--- src/rtl/reaction_timer.sv ---
// Reaction meter core: random pre-stimulus wait, stimulus LED, BCD millisecond
// count until the button press, with false-start and timeout flagging.
//
// Handshake note: this block has no valid/ready channels. start is a level
// whose rising edge requests a run; tick_ms is a single-cycle strobe; the
// result is valid (and held) whenever done is high.
module reaction_timer #(
   parameter int MIN_WAIT_MS = 500
) (
   input  logic        clk,
   input  logic        rst_n,
   input  logic        tick_ms,
   input  logic        start,
   input  logic        button,
   input  logic [9:0]  rand_ms,
   output logic        led,
   output logic        busy,
   output logic        done,
   output logic        foul,
   output logic        timeout,
   output logic [15:0] result
);

   localparam logic [2:0] S_IDLE  = 3'd0;
   localparam logic [2:0] S_WAIT  = 3'd1;
   localparam logic [2:0] S_ARMED = 3'd2;
   localparam logic [2:0] S_DONE  = 3'd3;
   localparam logic [2:0] S_FOUL  = 3'd4;

   localparam logic [13:0] MIN_W = 14'(MIN_WAIT_MS);

   logic [2:0]  state;
   logic        start_q;
   logic        start_edge;
   logic [13:0] wait_cnt;
   logic [15:0] result_q;
   logic        timeout_q;

   // Saturating-free BCD increment; the caller handles the 9999 ceiling.
   function automatic logic [15:0] bcd_inc(input logic [15:0] v);
      logic [15:0] r;
      logic        carry;
      r     = v;
      carry = 1'b1;
      for (int i = 0; i < 4; i++) begin
         if (carry) begin
            if (r[i*4 +: 4] == 4'd9) begin
               r[i*4 +: 4] = 4'd0;
            end else begin
               r[i*4 +: 4] = r[i*4 +: 4] + 4'd1;
               carry       = 1'b0;
            end
         end
      end
      return r;
   endfunction

   assign start_edge = start & ~start_q;

   // Previous start level for rising-edge detection.
   always_ff @(posedge clk or negedge rst_n) begin
      if (!rst_n) start_q <= 1'b0;
      else        start_q <= start;
   end

   // Measurement FSM with wait counter, BCD result and timeout flag.
   always_ff @(posedge clk or negedge rst_n) begin
      if (!rst_n) begin
         state     <= S_IDLE;
         wait_cnt  <= 14'd0;
         result_q  <= 16'h0000;
         timeout_q <= 1'b0;
      end else begin
         case (state)
            S_IDLE, S_DONE, S_FOUL: begin
               // A press held at the start edge would be an instant foul, so
               // such a start is simply not accepted.
               if (start_edge && !button) begin
                  state     <= S_WAIT;
                  result_q  <= 16'h0000;
                  timeout_q <= 1'b0;
                  wait_cnt  <= MIN_W + {4'b0000, rand_ms};
               end
            end
            S_WAIT: begin
               if (button) begin
                  state <= S_FOUL;
               end else if (tick_ms) begin
                  if (wait_cnt == 14'd1) state <= S_ARMED;
                  else                   wait_cnt <= wait_cnt - 14'd1;
               end
            end
            S_ARMED: begin
               // The press wins over a coincident tick: time truncates.
               if (button) begin
                  state <= S_DONE;
               end else if (tick_ms) begin
                  if (result_q == 16'h9999) begin
                     state     <= S_DONE;
                     timeout_q <= 1'b1;
                  end else begin
                     result_q <= bcd_inc(result_q);
                  end
               end
            end
            default: state <= S_IDLE;
         endcase
      end
   end

   // Outputs decoded straight from the registered state.
   always_comb begin
      led     = (state == S_ARMED);
      busy    = (state == S_WAIT) || (state == S_ARMED);
      done    = (state == S_DONE);
      foul    = (state == S_FOUL);
      timeout = timeout_q && (state == S_DONE);
      result  = result_q;
   end

endmodule
--- config.mk ---
export PLATFORM = sky130hd
export DESIGN_NAME = reaction_timer
export DESIGN_NICKNAME = d
export VERILOG_FILES = /design/src/rtl/reaction_timer.sv
export SDC_FILE = /design/constraint.sdc
export NUM_CORES = 1
export LEC_CHECK = 0
export CAP_MARGIN = 20
export CORE_UTILIZATION = 40
export DETAILED_ROUTE_END_ITERATION = 16
export PLACE_DENSITY = 0.77
export SYNTH_ARGS = -nofsm -noshare
export SYNTH_HDL_FRONTEND = slang
export SYNTH_SLANG_ARGS = --single-unit
--- constraint.sdc ---
create_clock -name clk -period 2.2 [get_ports clk]
set_clock_uncertainty 0.1 [all_clocks]
set_input_delay 0.33 -clock clk [delete_from_list [all_inputs] [get_ports clk]]
set_output_delay 0.33 -clock clk [all_outputs]
set_load 0.02 [all_outputs]
==> results of run 1 <==
worst min-delay path by stage:
stage                   start        end  slack [ps]  cells past startpoint
finish                  rst_n  result[1]         360                      2
global route            rst_n  result[6]         400                      2
CTS                     rst_n  result[2]         380                      2
detailed placement  timeout_q  timeout_q         370                      1
global placement    timeout_q  timeout_q         370                      1
floorplan               rst_n  result[0]         -70                      0
flip-flops by register name, indices dropped and copies added, names as in the netlist:
signal / cells
result: 16
wait_cnt: 14
state: 3
start_q: 1
timeout_q: 1
layer usage:
metal / global-route usage (%) / up-vias / routed length, um
met3: 4.302 / 7 / 240
met1: 25.91 / 1131 / 2568
met2: 36.14 / 63 / 3157
met4: 6.852 / 0 / 57
li1: - / 1140 / -
met5: 0 / - / 0
Yosys cell counts (3+ instances only):
master | number | area (um2)
o211ai_1 | 4 | 30.03
a21oi_1 | 16 | 80.08
dfrtp_1 | 35 | 875.8
nor2b_1 | 3 | 18.77
and3_1 | 3 | 18.77
o41ai_1 | 5 | 43.79
inv_1 | 11 | 41.29
nand3b_1 | 5 | 37.54
xor2_1 | 5 | 43.79
and3b_1 | 5 | 43.79
o21ai_0 | 27 | 135.1
nor2_1 | 27 | 101.4
nand3_1 | 6 | 30.03
a211oi_1 | 4 | 30.03
or3_1 | 8 | 50.05
nor3b_1 | 3 | 22.52
nor4_1 | 5 | 31.28
nand2_1 | 18 | 67.56
nor3_1 | 7 | 35.03
clkbuf_1 | 7 | 26.28
ha_1 | 11 | 137.6
nand2b_1 | 6 | 37.54
logic make-up after synthesis:
family | share of synthesized area [%]
XOR/XNOR | 2.630
adder cells (fa/ha/maj) | 5.904
AND/OR/NAND/NOR | 24.91
flip-flops | 37.57
multiplexers | 1.396
AO/OA/AOI/OAI | 23.83
buffers and inverters | 3.757
power by group through the flow:
| stage | combinational [mW] | sequential [mW] | clock [mW] |
|---|---|---|---|
| 2_1_floorplan | 1.27 | 1.09 | 0 |
| 3_3_place_gp | 2.30 | 1.01 | 0 |
| 3_5_place_dp | 2.36 | 1.02 | 0 |
| 4_1_cts | 2.37 | 1.02 | 0.704 |
| 5_1_grt | 2.73 | 1.05 | 0.738 |
| 6_report | 2.46 | 1.02 | 0.695 |
cell type report:
type,instances,area [um2],share of cell area [%]
Sequential cell,35,877.1,26.86
Inverter,11,41.29,1.264
Multi-Input combinational cell,209,1434,43.91
Clock buffer,6,72.57,2.222
Clock inverter,2,60.06,1.839
Tap cell,72,90.09,2.759
Timing Repair Buffer,80,690.7,21.15
timing repair:
action / in CTS / in global routing
gates cloned: 0 / 0
setup endpoints to repair: 3 / 19
pin swaps: 1 / 5
hold buffers: 0 / 0
buffers inserted: 0 / 4
resized for setup: 6 / 12
metrics by stage:
step                      hold WS (ps)  cell area [um2]  setup WS (ps)  util (%)
final                            358.8             3266         -113.4     58.59
after global routing             399.2             3266         -123.7     58.59
after CTS                        376.6             3181         -60.70     57.06
after detailed placement         371.7             3038         -212.0     54.50
after global placement           366.0             3038         -106.6     54.50
after floorplan                 -65.59             2336          3.982         -
layout by cell type (no fill, tap or decap), types with 7 or more instances in the layout:
cell type,instances
a21oi_1,16
buf_4,45
clkdlybuf4s50_1,31
dfrtp_1,34
ha_1,11
inv_1,11
nand2_1,18
nor2_1,27
nor3_1,7
o21ai_0,26
==> impl_metrics.yaml, run 1 <==
final_layout:
  area_growth_pct: 40.10
  num_antenna_cells: 0
  final_net_count: 368
  fill_cells: 493
  final_cells: 415
  layout-drive-gt1-share_pct: 21.57
floorplanning:
  number_of_standard_cell_rows_in_the_floorplan: 27
  floorplan.die.height_um: 78.34
  pin_count: 36
  initial_core_util_pct: 41.82
  floorplan.die.width_um: 78.34
  core_region_area_um2: 5574
  die_area_um2: 6136
worst_setup_path:
  critical_path.max_stage_delay_ps: 550
  crit_start: "wait_cnt[1]"
  worst-setup-path-type: "register to register"
  critPathLaunchType: "register"
  cp_max_fo: 2
  critical_path.endpoint: "wait_cnt[11]"
  cpMaxStageDelayCell: "or4_4"
  family_with_the_most_delay_on_the_worst_path: "simple AND/OR/NAND/NOR gates"
  r2r_setup_slack_ps: -110
  cp_num_cells: 5
  crit_chain: "or4_4 > or3_4 > or3_4 > or3_1 > a21boi_1"
  critPathArrivalTime_ps: 2420
  worst-endpoint-required_ps: 2310
  endpoint_kind: "register"
  crit-reg2reg-launch: "wait_cnt[1]"
  reg2reg_depth: 5
  critical-path-top-cell-by-count: "or3_4"
  crit_buf_inv: 0
  reg2reg_to: "wait_cnt[11]"
drt:
  vias_per_cell: 5.641
  route.detailed.drc: 0
  drtPass1Iterations: 4
  num_vias: 2341
  post_drt_wl_per_cell_um: 14.52
  wl_um: 6024
  antenna_violating_nets_post_route: 0
  drt-initial-drc-count: 135
outcome:
  outcome: "complete, but fails checks"
  failed_checks: "setup timing"
cts:
  htree_num_levels: 2
  clkSinkCount: 35
  maximum_buffer_depth_of_the_clock_tree: 2
  worstSkewPairLatency_ps: 290
  cts_buffers: 5
  clock_root_buffer: "clkbuf_8"
  tritoncts: "built"
  clk_pin_slew_ps: 80
placed_design:
  port_buffers: 35
  instance_count_after_placement_with_tap_cells_included: 403
  gp_congestion: 0.8764
  dpl.hpwl_um: 4425
global_route:
  grt_antenna_before_repair: 0
  grt_start_max_net_pins: 36
  vias_in_the_first_global_route: 2299
  grt_use_total_pct: 20.92
  grt_first_pass_wirelength_um: 10240
  grt-ovfl-total: 0
sta:
  tightest_slew_ps: 461.9
  setup_tns_ps: -113.4
  setup_viol: 1
  unrepaired_setup_endpoints_after_global_routing: "true"
  post-route-min-period_ps: 2313
  finalHoldViolCount: 0
  timing.slew.headroom_pct: 68.41
  finalMaxSlewViolations: 0
  min_period_over_period_pct: 105.2
  fmax_mhz: 432.3
  post-route-worst-setup-slack_ps: -113.4
synthesis:
  synth-edff-count: 0
  postSynth.asyncResetShare_pct: 100.0
  dominantRegCellSynth: "dfrtp_1"
  syn_avg_cell_area_um2: 8.796
  ys_seq_elements: 35
  ys_warn_count: 0
  yosysUniqueCellTypes: 57
  post_synth_inst_count: 265
  syn-num-nets: 291
  synth-seq-area-share_pct: 37.57
  synth_area_um2: 2331
power_and_ir_drop:
  power_density_nw_per_um2: 1280
  power_report.internal_total_mw: 2.436
  comb_pwr_share_pct: 58.9
  switching_share_pct: 41.73
  totalPowerFinal_mw: 4.180
  peakVddDrop_uv: 880.9
  seq_power_share_pct: 24.5
  p_clk_share_pct: 16.6
  switching_power_mw: 1.744
  cellLeakagePower_nw: 1.439
job:
  timing.max_cap.violations: 0
hold_path:
  min-delay-path-class: "primary input to asynchronous set/reset pin"
Note: power is estimated with default switching activity, not from simulation.
==> run 2, diff against run 1 <==
Settings changed: CORE_MARGIN set to 1, CORE_UTILIZATION 40 to 49, GPL_TIMING_DRIVEN set to 0, PLACE_DENSITY 0.77 to 0.89.
==> impl_metrics.yaml, run 2 (synthesis results as in run 1) <==
drt:
  num_vias: 2394
  antenna_violating_nets_post_route: 0
  vias_per_cell: 6.317
  wl_um: 6847
  drtPass1Iterations: 13
  post_drt_wl_per_cell_um: 18.07
  drt-initial-drc-count: 181
  route.detailed.drc: 3
sta:
  timing.slew.headroom_pct: 44.88
  post-route-min-period_ps: 2319
  unrepaired_setup_endpoints_after_global_routing: "true"
  finalHoldViolCount: 0
  tightest_slew_ps: 826.8
  post-route-worst-setup-slack_ps: -119.2
  min_period_over_period_pct: 105.4
  finalMaxSlewViolations: 0
  fmax_mhz: 431.2
  finalHoldWorstSlack_ps: 31.77
  setup_tns_ps: -131.9
  setup_viol: 2
worst_setup_path:
  critPathArrivalTime_ps: 2430
  crit-reg2reg-launch: "wait_cnt[6]"
  critPathLaunchType: "register"
  cp_max_fo: 4
  worst-setup-path-type: "register to register"
  reg2reg_to: "wait_cnt[11]"
  endpoint_kind: "register"
  worst-endpoint-required_ps: 2320
  critical_path.endpoint: "wait_cnt[11]"
  r2r_setup_slack_ps: -120
  reg2reg_depth: 5
  crit_start: "wait_cnt[6]"
final_layout:
  final_common_cell: "dfrtp_1"
  final_net_count: 352
  finalInstanceArea_um2: 3166
  num_antenna_cells: 0
  fill_cells: 305
  mostFrequentLayoutCells: "dfrtp_1 (29), clkdlybuf4s50_1 (28), o21ai_0 (27), nor2_1 (26), buf_4 (23)"
  area_growth_pct: 35.80
  number_of_flip_flops_in_the_largest_register: 16
  utilization_pct: 70.75
  layout-drive-gt1-share_pct: 21.41
placed_design:
  dpl.hpwl_um: 3984
  place_area_um2: 2746
  port_buffers: 35
  gp_congestion: 0.8682
cts:
  maximum_buffer_depth_of_the_clock_tree: 2
  clock_root_buffer: "clkbuf_8"
  cts_buffers: 5
  htree_num_levels: 2
  tritoncts: "built"
  clk_pin_slew_ps: 80
  cts-hold-fix-buffers: 0
  worstSkewPairLatency_ps: 290
  clkSinkCount: 35
global_route:
  grt_first_pass_wirelength_um: 10490
  grt_start_max_net_pins: 36
  grt-ovfl-total: 0
  vias_in_the_first_global_route: 2281
  grt_use_total_pct: 25.73
  grt_antenna_before_repair: 0
floorplanning:
  pin_count: 36
  initial_core_util_pct: 52.10
  die_area_um2: 5037
  number_of_standard_cell_rows_in_the_floorplan: 24
  core_region_area_um2: 4474
  floorplan.die.height_um: 70.97
  floorplan.die.width_um: 70.97
power_and_ir_drop:
  power_density_nw_per_um2: 1323
  cellLeakagePower_nw: 1.359
  peakVddDrop_uv: 732.6
outcome:
  outcome: "complete, but fails checks"
  failed_checks: "DRC, setup timing"
job:
  timing.max_cap.violations: 0
hold_path:
  min-delay-path-class: "primary input to asynchronous set/reset pin"
run 2: cell count changes in the layout (fill, tap and decap cells not counted), moves of 3 or more:
cell / delta
buf_4: -22
dfrtp_1: -5
clkbuf_8: +3
dfrtp_2: +5
clkdlybuf4s50_1: -3
nand2_1: -3
nand2_2: +3
run 2: worst min path at each step:
stage,depth (start not counted),slack (ps),end
finish,1,30,result[12]
global route,1,90,result[14]
detailed placement,1,370,result[12]
global placement,1,370,timeout_q
CTS,1,60,result[12]
floorplan,0,-70,result[0]
run 2: through the flow:
step | cells | total power, mW | worst slack (ps)
4_1_cts | 365 | 3.797 | -106.4
6_report | 379 | 4.188 | -119.2
3_5_place_dp | 352 | 2.971 | -530.6
5_1_grt | 379 | 4.430 | -154.9
2_1_floorplan | 265 | 2.360 | 3.982
3_3_place_gp | 352 | 2.884 | -503.4
run 2: repair_timing:
item / CTS / global route
endpoints found under the hold margin: 0 / 0
setup endpoints to repair: 26 / 31
setup buffers: 6 / 15
pin swaps: 4 / 4
gates resized for setup: 33 / 17
run 2: worst max-delay path: stages, from the launching register on:
cell and delay [ps]:
dfrtp_1 430, or4_4 550, or3_4 380, or3_1 320, or3_1 310, a21boi_1 140
run 2: where the power goes:
group / leakage (nW) / switching [mW] / total, mW / internal [mW]
Sequential: 0.451 / 0.302 / 1.14 / 0.841
Clock: 0.0515 / 0.243 / 0.529 / 0.286
Combinational: 0.856 / 1.37 / 2.52 / 1.14
run 2: cell type report:
cell class                 instances  area [um2]  area share (%)
timing repair buffer              56       509.2           16.09
tap                               52       65.06           2.055
sequential                        35       883.3           27.91
inverter                          11       41.29           1.304
buffer                             8       63.81           2.016
multi-input combinational        209        1503           47.47
clock buffer                       8       100.1           3.162
run 2: per-layer routing:
| layer | global-route usage [%] | wire length, um | vias up |
|---|---|---|---|
| li1 | - | - | 1111 |
| met1 | 33.15 | 2775 | 1154 |
| met2 | 44.02 | 3526 | 115 |
| met3 | 3.704 | 423 | 14 |
| met4 | 9.556 | 122 | 0 |
| met5 | 0 | 0 | - |
==> run 3, diff against run 2 <==
Settings changed: ABC_AREA set to 1, CORE_UTILIZATION 49 to 50, PLACE_DENSITY 0.89 to 0.78.
==> impl_metrics.yaml, run 3 <==
outcome:
  outcome: "finished, final reports clean"
cts:
  cts_setup_buffers: 0
  maximum_buffer_depth_of_the_clock_tree: 2
  clkSinkCount: 35
  clk_pin_slew_ps: 70
  cts-hold-fix-buffers: 0
  htree_num_levels: 2
  tritoncts: "built"
  worstSkewPairLatency_ps: 290
  cts_buffers: 5
  clock_root_buffer: "clkbuf_8"
drt:
  wl_um: 5937
  num_vias: 2542
  drt-initial-drc-count: 118
  drtPass1Iterations: 4
  post_drt_wl_per_cell_um: 12.24
  route.detailed.drc: 0
  vias_per_cell: 5.241
  antenna_violating_nets_post_route: 0
synthesis:
  post-synth-top-area-fraction_pct: 33.62
  postSynth.asyncResetShare_pct: 100.0
  yosysUniqueCellTypes: 30
  synth_top_cells_by_area: "dfrtp_1 (34%), nand2_1 (16%), nand3_1 (8.1%), nor2_1 (5.6%), ha_1 (5.3%)"
  syn_avg_cell_area_um2: 6.947
  yosys.cell_count.top_type: "nand2_1"
  dominantRegCellSynth: "dfrtp_1"
  synth-seq-area-share_pct: 33.62
  ys_seq_elements: 35
  yosysTopAreaCell: "dfrtp_1"
  synth.cells.most_frequent: "nand2_1 (114), nand3_1 (42), nor2_1 (39), dfrtp_1 (35), inv_1 (35)"
  post_synth_inst_count: 375
  syn-num-nets: 401
  synth_area_um2: 2605
  synth-edff-count: 0
  ys_warn_count: 0
final_layout:
  multiInputGateArea_um2: 1521
  finalInstanceArea_um2: 3154
  num_antenna_cells: 0
  final-seq-area_um2: 875.8
  final_net_count: 443
  fill_cells: 449
  mostFrequentLayoutCells: "nand2_1 (114), nand3_1 (42), nor2_1 (39), inv_1 (35), dfrtp_1 (35)"
  number_of_flip_flops_in_the_largest_register: 16
  layout-drive-gt1-share_pct: 10.05
  final_common_cell: "nand2_1"
  area_growth_pct: 21.09
sta:
  finalHoldViolCount: 0
  min_period_over_period_pct: 92.59
  post-route-min-period_ps: 2037
  setup_tns_ps: 0
  finalHoldWorstSlack_ps: 30.57
  fmax_mhz: 490.9
  finalMaxSlewViolations: 0
  setup_viol: 0
  timing.slew.headroom_pct: 44.94
  tightest_slew_ps: 826.0
  unrepaired_setup_endpoints_after_global_routing: "false"
worst_setup_path:
  cp_max_fo: 4
  critical_path.max_stage_delay_ps: 600
  endpoint_kind: "primary output"
  cpMaxStageDelayCell: "clkdlybuf4s50_1"
  worst-setup-path-type: "register to primary output"
  critPathLaunchType: "register"
  worst-endpoint-required_ps: 1770
  critPathArrivalTime_ps: 1610
  crit_chain: "inv_2 > nand2_1 > nor2_1 > clkdlybuf4s50_1"
floorplanning:
  pin_count: 36
  die_area_um2: 5503
  number_of_standard_cell_rows_in_the_floorplan: 25
  initial_core_util_pct: 53.38
  core_region_area_um2: 4880
  floorplan.die.width_um: 74.18
  floorplan.die.height_um: 74.18
global_route:
  grt_start_max_net_pins: 36
  grt_use_total_pct: 24.86
  grt-ovfl-total: 0
  grt_antenna_before_repair: 0
  grt_first_pass_wirelength_um: 10550
  vias_in_the_first_global_route: 2443
power_and_ir_drop:
  cellLeakagePower_nw: 1.554
  power_density_nw_per_um2: 1148
  peakVddDrop_uv: 719.5
placed_design:
  port_buffers: 35
  place_area_um2: 3034
  dpl.hpwl_um: 4583
  gp_congestion: 0.9463
hold_path:
  min-delay-path-class: "primary input to asynchronous set/reset pin"
job:
  timing.max_cap.violations: 0
==> run 3: changes by cell type in the layout (fill, tap and decap cells not counted), moves of 13 or more <==
cell and change:
nor2_1 +13, buf_4 -23, o21ai_1 +14, o21ai_0 -17
nand3_1 +36, nand4_1 +16, inv_1 +24, nand2_1 +99
==> run 3: worst paths after layout <==
| kind | start | endpoint | slack [ps] | cells after the start |
|---|---|---|---|---|
| setup / recovery | state[2] | done | 160 | 4 |
| hold reg to reg | timeout_q | timeout_q | 420 | 2 |
| setup reg to reg | result[0] | result[7] | 290 | 9 |
| hold / removal | rst_n | result[3] | 30 | 1 |
| min in group clk | start | start_q | 420 | 1 |
| max in group asynchronous | rst_n | result[10] | 1450 | 1 |
==> run 3: cell type report <==
class	instances	area share, %
buffer	7	1.706
clock buffer	6	2.618
clock inverter	2	1.111
inverter	41	4.879
multi-input combinational	292	48.23
sequential	35	27.77
tap	67	2.658
timing repair buffer	35	11.03
==> run 3: report_power, final <==
group	switching (mW)	internal [mW]	leakage, nW	total (mW)
combinational	1.25	0.709	1.03	1.96
clock	0.248	0.367	0.0612	0.615
sequential	0.224	0.822	0.463	1.05
total	1.72	1.90	1.55	3.62
==> run 3: cell families after synthesis <==
logic type	count (synthesis)	share of synthesized area, %
buffers and inverters	48	7.973
AO/OA/AOI/OAI	32	6.821
AND/OR/NAND/NOR	240	43.23
flip-flops	35	33.62
multiplexers	1	0.3843
adder cells (fa/ha/maj)	11	5.283
XOR/XNOR	8	2.689
==> run 3: metal layers <==
| layer | global-route usage, % | wire (um) | part of all wire, % |
|---|---|---|---|
| met4 | 7.692 | 58 | 0.98 |
| met1 | 28.98 | 2558 | 43 |
| met5 | 0 | 0 | 0 |
| met3 | 4.201 | 203 | 3.4 |
| met2 | 46.16 | 3118 | 53 |
==> run 3: stage by stage <==
stage	setup slack (ps)	power [mW]	cells	utilization (%)
after CTS	30.21	3.642	485	64.54
after global routing	74.99	3.945	485	64.64
final	162.9	3.622	485	64.64
after floorplan	431.9	2.486	375	-
after detailed placement	218.6	3.034	477	62.18
after global placement	-111.9	2.988	477	62.28
==> run 3: timing repair <==
action / in CTS / in global routing
hold endpoints to repair: 0 / 0
setup endpoints to repair: 2 / 2
pin swaps: 0 / 0
resized for setup: 2 / 2
==> run 3: worst max-delay path: cells and delay by family, from the launching register on <==
family / cells / cell delay [ps]
buf+inv: 2 / 710
flops: 1 / 420
simple gates: 2 / 170
==> RTL edit (settings of run 2) <==
Add an input register stage for `tick_ms`, `start`, `button` and `rand_ms`; this delays them by one clock. Comments in the files are not updated.
--- a/src/rtl/reaction_timer.sv
+++ b/src/rtl/reaction_timer.sv
@@ -29,6 +29,18 @@
 
    localparam logic [13:0] MIN_W = 14'(MIN_WAIT_MS);
 
+   logic tick_ms_q;
+   logic start_r;
+   logic button_q;
+   logic [9:0] rand_ms_q;
+
+   always_ff @(posedge clk) begin
+      tick_ms_q <= tick_ms;
+      start_r   <= start;
+      button_q  <= button;
+      rand_ms_q <= rand_ms;
+   end
+
    logic [2:0]  state;
    logic        start_q;
    logic        start_edge;
@@ -55,12 +67,12 @@
       return r;
    endfunction
 
-   assign start_edge = start & ~start_q;
+   assign start_edge = start_r & ~start_q;
 
    // Previous start level for rising-edge detection.
    always_ff @(posedge clk or negedge rst_n) begin
       if (!rst_n) start_q <= 1'b0;
-      else        start_q <= start;
+      else        start_q <= start_r;
    end
 
    // Measurement FSM with wait counter, BCD result and timeout flag.
@@ -75,26 +87,26 @@
             S_IDLE, S_DONE, S_FOUL: begin
                // A press held at the start edge would be an instant foul, so
                // such a start is simply not accepted.
-               if (start_edge && !button) begin
+               if (start_edge && !button_q) begin
                   state     <= S_WAIT;
                   result_q  <= 16'h0000;
                   timeout_q <= 1'b0;
-                  wait_cnt  <= MIN_W + {4'b0000, rand_ms};
+                  wait_cnt  <= MIN_W + {4'b0000, rand_ms_q};
                end
             end
             S_WAIT: begin
-               if (button) begin
+               if (button_q) begin
                   state <= S_FOUL;
-               end else if (tick_ms) begin
+               end else if (tick_ms_q) begin
                   if (wait_cnt == 14'd1) state <= S_ARMED;
                   else                   wait_cnt <= wait_cnt - 14'd1;
                end
             end
             S_ARMED: begin
                // The press wins over a coincident tick: time truncates.
-               if (button) begin
+               if (button_q) begin
                   state <= S_DONE;
-               end else if (tick_ms) begin
+               end else if (tick_ms_q) begin
                   if (result_q == 16'h9999) begin
                      state     <= S_DONE;
                      timeout_q <= 1'b1;
Function: changed (a bounded check fails within 4 cycles, from zero or initial values and one cycle with rst_n low).
==> RTL edit against run 2 <==
The run ends with hold timing left; utilization is 5.2 points lower; design area rose by 6.4%; final cell count rose by 7.7%; largest cell class unchanged; first-iteration DRC count decreased by 12%; area after synthesis rose by 13%; setup slack better by 0.15 ns; routed wire length is 7.1% lower; sequential cell count up 13.
Power is not compared: it rests on default switching activity, and its combinational part moved more than twofold at a synthesized area within 25%.
==> RTL edit: results (changes against run 2) <==
Synthesis:
- The count of different cell masters after synthesis is 58 (+1.8%).
- The arithmetic-cell share of the synthesized area counting full adders, half adders and majority gates came to 5.22% (-0.69 points).
- The area fraction in compound gates after synthesis is 21.7% (-2.2 points).
- The number of nets in the synthesized netlist came to 307 (+5.5%).
- The mux share of post-synthesis cell area is 0.759% (-0.64 points).
- In the post-synthesis netlist, the biggest area contributors are sky130_fd_sc_hd__dfrtp_1 33%, sky130_fd_sc_hd__dfxtp_1 9.9%, sky130_fd_sc_hd__o21ai_0 5.7%.

Detailed routing:
- The detailed router's first-iteration violation count is 160 (-12%).
- The DRC violations left is 0 (-3).
- The number of vias per cell after detailed routing is 6.08 (-3.8%).
- The routed length on met3 was 372 um (-12%).
- The met2 layer wire length in the routed design is 3220 um (-8.8%).

Placement:
- The half-perimeter wire length after placement is 4220 um (+6.0%).
- The worst slack after detailed placement is -0.338 ns (+0.193 ns).

Global routing:
- The wire length of the first global-routing pass came to 10,100 um (-3.3%).
- The met3 capacity usage during global routing is 5.16% (+1.5 points).
- The met2 layer usage reported by global route came to 41.4% (-2.6 points).
- The fraction of met1 tracks used by global routing is 28.6% (-4.5 points).

Timing:
- The worst max-slew margin expressed relative to the limit came to 44.7% (-0.16 points).
- The hold violation count in the final report is 2 (+2).
- The worst hold margin is -0.00258 ns (-0.0344 ns).

Setup path:
- The highest cell delay on the worst timing path was 0.48 ns (-0.07 ns).
- The data arrival time at the worst-slack endpoint came to 2.31 ns (-0.12 ns).
- The maximum fanout along the worst path came to 10 (+6).
- For this design, the slowest cell found on the critical path is sky130_fd_sc_hd__or4_1.

Layout:
- The area taken by flip-flops and latches came to 1140 um2 (+29%).
- The clock-cell share of area is 2.53% (-0.64 points).
- The share of final layout cell area taken by non-clock buffers is 16.0% (-2.1 points).
- The number of nets in the layout is 363 (+3.1%).
- The multi-input logic portion of the cell area is 43.3% (-4.2 points).

CTS:
- The number of sinks handled by clock tree synthesis came to 48 (+37%).
- The clock insertion delay at the later pin of the skew report came to 0.31 ns (+0.02 ns).

Outcome:
- The run finished, with violations left.
- The final reports fail on hold timing.
==> RTL edit: cell types whose count changed in the layout (fill, tap and decap cells not counted), moves of 6 or more <==
cell                      change
sky130_fd_sc_hd__dfxtp_1     +13
sky130_fd_sc_hd__buf_4        -9
sky130_fd_sc_hd__nor2_1       -9
sky130_fd_sc_hd__o31ai_1      +8
sky130_fd_sc_hd__buf_6        +7
sky130_fd_sc_hd__dfrtp_1      +6
sky130_fd_sc_hd__dfrtp_2      -6
sky130_fd_sc_hd__nand2_1      +6
sky130_fd_sc_hd__or2_2        +6
==> RTL edit: power by group <==
| part | switching, uW | internal (uW) |
|---|---|---|
| clock network | 302 | 223 |
| registers | 162 | 1010 |
| logic | 579 | 479 |
| total | 1040 | 1710 |
==> RTL edit: timing repair <==
item                       CTS  global route
pin swaps                    1             6
buffers inserted             2            12
resized for setup           19            18
setup endpoints to repair    6            29
hold buffers                 0             0
